--- src/rtl/xinyi_trace_pkg.sv ---
// xinyi_trace_pkg: shared trace entry type and write-enable constant for the debug writeback trace
package xinyi_trace_pkg;
  typedef struct packed {
    logic [31:0] pc;
    logic [4:0]  rd;
    logic [31:0] wdata;
  } wb_trace_t;
  localparam logic [3:0] WB_WEN_ALL = 4'hf;
endpackage

--- src/rtl/trace_fifo.sv ---
// trace_fifo: 2-write/1-read FIFO of trace entries, in0 written before in1
//  clock, reset : core clock, synchronous active-high reset
//  push_cnt     : entries written this cycle (0..2), taken from in0 then in1
//  pop          : consume head this cycle (caller guarantees count != 0)
//  head, count  : oldest entry and current occupancy
module trace_fifo
  import xinyi_trace_pkg::*;
#(
  parameter int DEPTH = 8
) (
  input  logic                     clock,
  input  logic                     reset,
  input  logic [1:0]               push_cnt,
  input  wb_trace_t                in0,
  input  wb_trace_t                in1,
  input  logic                     pop,
  output wb_trace_t                head,
  output logic [$clog2(DEPTH):0]   count
);
  localparam int AW = $clog2(DEPTH);
  wb_trace_t mem [DEPTH];
  logic [AW-1:0] wr_ptr;
  logic [AW-1:0] rd_ptr;
  assign head = mem[rd_ptr];
  always_ff @(posedge clock) begin
    if (push_cnt != 2'd0) mem[wr_ptr] <= in0;
    if (push_cnt == 2'd2) mem[wr_ptr + AW'(1)] <= in1;
  end
  always_ff @(posedge clock) begin
    if (reset) begin
      wr_ptr <= '0;
      rd_ptr <= '0;
      count  <= '0;
    end else begin
      wr_ptr <= wr_ptr + AW'(push_cnt);
      rd_ptr <= rd_ptr + AW'(pop);
      count  <= count + (AW+1)'(push_cnt) - (AW+1)'(pop);
    end
  end
endmodule

--- src/rtl/wb_trace_serializer.sv ---
// wb_trace_serializer: buffers dual-issue writebacks and drains them as an ordered debug_wb_* stream
//  clock, reset        : core clock, synchronous active-high reset
//  wb0_*/wb1_*         : per-slot retire channels, slot 1 is program-order younger
//  stall               : fewer than two free FIFO entries
//  debug_wb_*          : one emitted write per cycle; pc holds last emitted value
//  inst_cnt            : retired instructions, traced or not
//  overflow_err        : sticky, set when an eligible write was dropped
module wb_trace_serializer
  import xinyi_trace_pkg::*;
#(
  parameter int DEPTH = 8
) (
  input  logic        clock,
  input  logic        reset,
  input  logic        wb0_valid,
  input  logic        wb0_wen,
  input  logic [4:0]  wb0_rd,
  input  logic [31:0] wb0_wdata,
  input  logic [31:0] wb0_pc,
  input  logic        wb1_valid,
  input  logic        wb1_wen,
  input  logic [4:0]  wb1_rd,
  input  logic [31:0] wb1_wdata,
  input  logic [31:0] wb1_pc,
  output logic        stall,
  output logic [31:0] debug_wb_pc,
  output logic [3:0]  debug_wb_rf_wen,
  output logic [4:0]  debug_wb_rf_wnum,
  output logic [31:0] debug_wb_rf_wdata,
  output logic [31:0] inst_cnt,
  output logic        overflow_err
);
  localparam int AW = $clog2(DEPTH);
  logic          e0;
  logic          e1;
  wb_trace_t     s0;
  wb_trace_t     s1;
  wb_trace_t     in0;
  wb_trace_t     head;
  logic [1:0]    push_cnt;
  logic          pop;
  logic [AW:0]   count;
  always_comb begin
    e0       = wb0_valid && wb0_wen && wb0_rd != 5'd0;
    e1       = wb1_valid && wb1_wen && wb1_rd != 5'd0;
    s0       = '{pc: wb0_pc, rd: wb0_rd, wdata: wb0_wdata};
    s1       = '{pc: wb1_pc, rd: wb1_rd, wdata: wb1_wdata};
    stall    = ((AW+1)'(DEPTH) - count) < (AW+1)'(2);
    // a lone eligible slot 1 is compacted into the first write port
    in0      = e0 ? s0 : s1;
    push_cnt = stall ? 2'd0 : {1'b0, e0} + {1'b0, e1};
    pop      = count != '0;
  end
  trace_fifo #(.DEPTH(DEPTH)) u_fifo (
    .clock    (clock),
    .reset    (reset),
    .push_cnt (push_cnt),
    .in0      (in0),
    .in1      (s1),
    .pop      (pop),
    .head     (head),
    .count    (count)
  );
  always_ff @(posedge clock) begin
    if (reset) begin
      debug_wb_pc       <= '0;
      debug_wb_rf_wen   <= '0;
      debug_wb_rf_wnum  <= '0;
      debug_wb_rf_wdata <= '0;
      inst_cnt          <= '0;
      overflow_err      <= 1'b0;
    end else begin
      debug_wb_rf_wen   <= pop ? WB_WEN_ALL : 4'h0;
      debug_wb_rf_wnum  <= pop ? head.rd : 5'd0;
      debug_wb_rf_wdata <= pop ? head.wdata : 32'd0;
      if (pop) debug_wb_pc <= head.pc;
      inst_cnt          <= inst_cnt + 32'(wb0_valid) + 32'(wb1_valid);
      overflow_err      <= overflow_err | (stall & (e0 | e1));
    end
  end
endmodule

--- config.mk ---
export PLATFORM = sky130hd
export DESIGN_NAME = wb_trace_serializer
export DESIGN_NICKNAME = d
export VERILOG_FILES = /design/src/rtl/xinyi_trace_pkg.sv /design/src/rtl/trace_fifo.sv /design/src/rtl/wb_trace_serializer.sv
export SDC_FILE = /design/constraint.sdc
export NUM_CORES = 1
export LEC_CHECK = 0
export CORE_MARGIN = 3
export CORE_UTILIZATION = 40
export CTS_BUF_LIST = sky130_fd_sc_hd__clkbuf_4 sky130_fd_sc_hd__clkbuf_8
export DETAILED_ROUTE_END_ITERATION = 8
export SLEW_MARGIN = 20
export SYNTH_ARGS = -nofsm -noshare
export SYNTH_HDL_FRONTEND = slang
export SYNTH_SLANG_ARGS = --single-unit
--- constraint.sdc ---
create_clock -name clock -period 5.81 [get_ports clock]
set_clock_uncertainty 0.15 [all_clocks]
set_input_delay 0.581 -clock clock [delete_from_list [all_inputs] [get_ports clock]]
set_output_delay 0.581 -clock clock [all_outputs]
set_load 0.005 [all_outputs]
**Word level (Yosys, flattened, before mapping)**

Memories as Yosys holds them, arrays and structs flattened. A register that Yosys moved wholly into a read port is not among the register bits.
Cells that the tools add are included.

- Flip-flop bits (word level): 116
- Output and inout port bits: 107
- Bits in writable memories: 552
- Memories: 1
- Bits of input ports: 144

Memories:

| memory | words | width | rd ports | clocked after Yosys merged registers in | wr ports | RTL line | text |
|---|---|---|---|---|---|---|---|
| u_fifo.mem | 8 | 69 | 1 | 1 | 2 | trace_fifo.sv:21 | `wb_trace_t mem [DEPTH];` |

- Muxes and demuxes: 8
- $add $sub $neg: 9
- Eq/ne operators: 1
- Magnitude comparators: 1
- Bitwise gates (word level): 4
- Reduce and logical (&&, ||, !) cells: 9

Operator list:

| operator | number |
|---|---|
| two-way mux 69 bit | 1 |
| adder 32 x 1 -> 32 bit | 2 |
| nonzero test 5 bit | 2 |
| adder 4 x 2 -> 4 bit | 1 |
| logical AND 1 bit | 4 |
| < comparator 4 x 2 -> 1 bit, second input constant | 1 |
| two-way mux 1 bit | 4 |
| two-way mux 4 bit | 1 |
| nonzero test 4 bit | 1 |
| subtractor 4 x 1 -> 4 bit | 1 |
| subtractor 4 bit, first input constant | 1 |
| adder 3 x 1 -> 3 bit | 1 |
| adder 3 x 1 -> 3 bit, second input constant | 1 |
| adder 3 x 2 -> 3 bit | 1 |
| two-way mux 3 bit | 1 |
| adder 1 x 1 -> 2 bit | 1 |
| == test 2 bit, second input constant | 1 |
| two-way mux 2 bit | 1 |
| OR 1 bit | 2 |
| nonzero test 2 bit | 1 |
| OR reduction 2 bit | 1 |
| AND 1 bit | 1 |
| inverter 1 bit | 1 |

**Logic depth before layout (Yosys ltp)**

- Word-level depth: 7
- Depth in mapped cells: 13
- Gate-level depth less buffers: 12

**Hierarchy**

Synthesis repeated with hierarchy kept, for this count alone.

- Cells, all modules: 1984
- Area total of the unflattened synthesis: 32442.4 um^2

By module, submodules not included:

| module | cells an instance | instances | area each (um^2) |
|---|---|---|---|
| trace_fifo | 1485 | 1 | 27854.2 |
| wb_trace_serializer | 499 | 1 | 4588.2 |

**Least setup slack after synthesis**

No wires, ideal clock.

- Path kind: input -> register
- Start point: input port wb0_valid
- End point: memory u_fifo.mem[3][0] (netlist name), enable pin
- Stages on the path: 9
- Arrival time: 5730 ps
- Library setup time: 519 ps
- Setup slack: -589 ps
- Data required time: 5141 ps
- Cells stage by stage: nand2_1 a21oi_1 clkbuf_1 clkbuf_1 inv_1 ha_1 nor3b_1 nand3_1 a21oi_1

RTL lines:

| item | RTL line | text |
|---|---|---|
| start: declaration | wb_trace_serializer.sv:15 | `input logic wb0_valid,` |
| end: declaration | trace_fifo.sv:21 |  |

**Final worst setup path**

- Start point: register u_fifo.count[0]
- End point: output port stall

- Cells in the longest elaborated chain, start to end: 2

RTL lines:

| item | RTL line | text |
|---|---|---|
| start: declaration | trace_fifo.sv:18 | `output logic [$clog2(DEPTH):0] count` |
| start signal: assignment | trace_fifo.sv:37 | `count <= count + (AW+1)'(push_cnt) - (AW+1)'(pop);` |
| subtractor 4 bit | wb_trace_serializer.sv:48 | `stall = ((AW+1)'(DEPTH) - count) < (AW+1)'(2);` |
| < comparator 4 x 2 -> 1 bit | wb_trace_serializer.sv:48 |  |
| end: declaration | wb_trace_serializer.sv:25 | `output logic stall,` |

No other way between the ends.

==> key figures <==
Status
  – Status: finished clean

Global routing
  – Global route total overflow: 0
  – Global-route wire length before repair: 143000 um
  – GR Layer Usage met3: 4.71%
  – Vias in the first global route: 21600
  – Busiest metal layer after global routing: met2
  – Met1 Track Usage GR: 31.5%
  – GR Layer Usage met2: 39.0%
  – Initial antenna violation count: 11
  – GRT Resource Usage Total: 23.6%
  – Largest net degree at the start of global routing: 78

Synthesis
  – Post-synthesis sequential area ratio: 61.0%
  – Synth Flop Type: edfxtp_1
  – Yosys cell types: 44
  – Cell with the most instances after synthesis: edfxtp_1
  – Area leader, netlist: edfxtp_1
  – Largest cells by area after synthesis: edfxtp_1 54%, o2bb2ai_1 15%, mux4_2 10%
  – Post-Synthesis Net Count: 2264
  – #FFs+latches synth: 665
  – Synthesized cell area: 30900 sq um
  – Post-synth EDFFs: 552
  – Commonest cells in the netlist: 552 x edfxtp_1, 544 x o2bb2ai_1, 138 x mux4_2
  – Syn Inst Count: 2103
  – Asr flop ratio synth: 0%
  – Syn. warnings: 0
  – Syn Area/Cell: 14.7 sq um
  – Post-synth top area share: 53.7%

Setup path
  – Crit Path Max Fanout: 28
  – Crit path max-delay family: buffers and inverters
  – Crit path buffers/inverters: 3
  – Slowest CP cell: or4b_2
  – Setup CP Type: reg -> out
  – Worst Path Arrival: 3.55 ns
  – Critical Path Max Stage Delay: 0.68 ns
  – Startpoint types: flip-flop
  – R2r setup slk: 2.01 ns
  – CP required: 5.08 ns
  – Worst Setup End Kind: output pin
  – Critical-path cell list: inv_1, ha_1, or4b_2, o41ai_4, buf_4, clkdlybuf4s50_1

Die
  – Site Rows: 101
  – I/O pins: 251
  – Die X: 284 um
  – Starting density of the core: 40.5%
  – CORE AREA: 76200 sq um
  – Die ar.: 80500 sq um
  – Die height: 284 um

Placed design
  – Post-DP HPWL: 53000 um
  – Buffers on Ports: 250
  – RD Place Congestion: 0.785

STA
  – Final setup vio count: 0
  – RSZ-0062 raised after global routing: no
  – Setup_tns: 0 ns
  – Slew Limit Headroom: 27.2%
  – Slew Limit Fails: 0
  – Final Hold Vio Count: 0
  – Tcrit/Tclk final: 73.6%
  – Fin crit period: 4.28 ns
  – Worst slew pin tran: 1.09 ns
  – Max Freq: 234 MHz
  – Hold slack: 0.331 ns

Clock tree
  – Setup Fix Bufs, Post-CTS: 0
  – CTS Root Cell: clkbuf_8
  – Clk sinks: 665
  – Worst skew pair latency: 0.75 ns
  – Cts bufs inserted: 115
  – Post_cts resized: 0
  – CTS Hold Bufs: 0
  – TritonCTS clock tree: done
  – Clock transition at path regs: 0.06 ns
  – Htree depth: 3
  – Bufs on Longest Clock Path: 3

Routing
  – Initial drt markers: 1921
  – ANT nets after route: 0
  – Final WL: 97000 um
  – Vias/cell: 6.11
  – Via count: 20900
  – WL per Instance: 28.4 um
  – Drt drc: 0
  – DRT Pass-1 Iters: 6

Power and ir drop
  – Cell leakage power: 11.6 nW
  – Pwr dens: 398 nW/um^2
  – VDD IR max: 254 uV

Layout
  – Layout area overhead: 19.5%
  – Share of layout cells above drive strength 1: 18.7%
  – NumNets Final: 2438

Flow run
  – Max-cap violations: 0

Min path
  – Min-Delay Path Class: reg -> reg
placed cells by master (no fill, tap or decap), types with 8 or more instances in the layout:
master           synthesis  routed
a211oi_1                32      32
clkinv_1                 0      22
clkinv_2                 0      18
nor2b_1                 12      12
mux2i_1                 69      69
nor2_4                   0       8
clkbuf_4                 0      41
buf_4                    3      63
dfxtp_1                113     110
inv_1                   22      22
mux4_2                 138     138
nand3_1                 15      15
edfxtp_1               552     552
or4_1                   15      15
xnor2_1                 13      13
o2bb2ai_1              544     544
clkdlybuf4s50_1          0     249
a21oi_1                 24      19
nand4_1                  9       9
nand2_1                 82      81
ha_1                    14      14
mux2_2                   9       9
nor2_1                 101      93
clkbuf_8                 0     126
o31ai_1                 17      13
where the power goes:
part / switching (mW) / internal (mW) / leakage [nW]
registers: 0.410 / 5.83 / 5.95
logic: 2.01 / 1.94 / 4.39
clock network: 2.02 / 2.46 / 1.30
final timing paths:
kind	depth (start not counted)	startpoint	endpoint
setup / recovery	6	u_fifo.count[0]	stall
hold / removal	2	inst_cnt[31]	inst_cnt[31]
setup reg to reg	13	u_fifo.count[0]	u_fifo.count[3]
hold reg to reg	2	inst_cnt[31]	inst_cnt[31]
worst min-delay path: cells and delay by family (launching register included):
family	cells	cell delay [ns]
compound gates	2	0.11
flops	1	0.32
final cells by class:
| cell class | instances | area [sq um] |
|---|---|---|
| antenna | 6 | 15.0 |
| clock buffer | 167 | 2040 |
| clock inverter | 51 | 394 |
| fill | 6576 | 39300 |
| inverter | 22 | 82.6 |
| multi-input combinational | 1155 | 11100 |
| sequential | 665 | 18800 |
| tap | 1030 | 1290 |
| timing repair buffer | 318 | 3070 |
cells by family (layout without fill, tap and decap cells):
logic type / after synthesis / in the layout / synth area share, %
buffers and inverters: 283 / 558 / 3.67
XOR/XNOR: 17 / 17 / 0.482
AO/OA/AOI/OAI: 636 / 636 / 17.4
flip-flops: 665 / 665 / 61.0
other: 0 / 6 / 0
adder cells (fa/ha/maj): 17 / 17 / 0.762
AND/OR/NAND/NOR: 269 / 269 / 4.00
multiplexers: 216 / 216 / 12.6
state kept, by name, summed over array words and instances (netlist names):
name,count
u_fifo.count,4
u_fifo.wr_ptr,3
debug_wb_rf_wen,1
debug_wb_pc,32
inst_cnt,32
u_fifo.rd_ptr,3
overflow_err,1
u_fifo.mem,552
debug_wb_rf_wdata,32
debug_wb_rf_wnum,5
per-stage QoR:
stage	cell area [sq um]	cells	total power [mW]	utilization (%)	setup WS [ns]
2_1_floorplan	30900	2103	8.70	-	0.0283
3_3_place_gp	34400	3190	10.2	45.2	1.17
3_5_place_dp	34400	3190	10.3	45.2	1.15
4_1_cts	36900	3408	14.8	48.4	1.46
5_1_grt	36900	3413	15.3	48.4	1.39
6_report	36900	3414	14.7	48.4	1.53
per-layer routing:
layer / part of all wire, % / vias up
met5: 0.068 / -
met2: 49 / 986
met4: 2.0 / 8
met1: 41 / 10700
met3: 7.6 / 158
li1: - / 8997
Power figures use the tool's default switching activity.
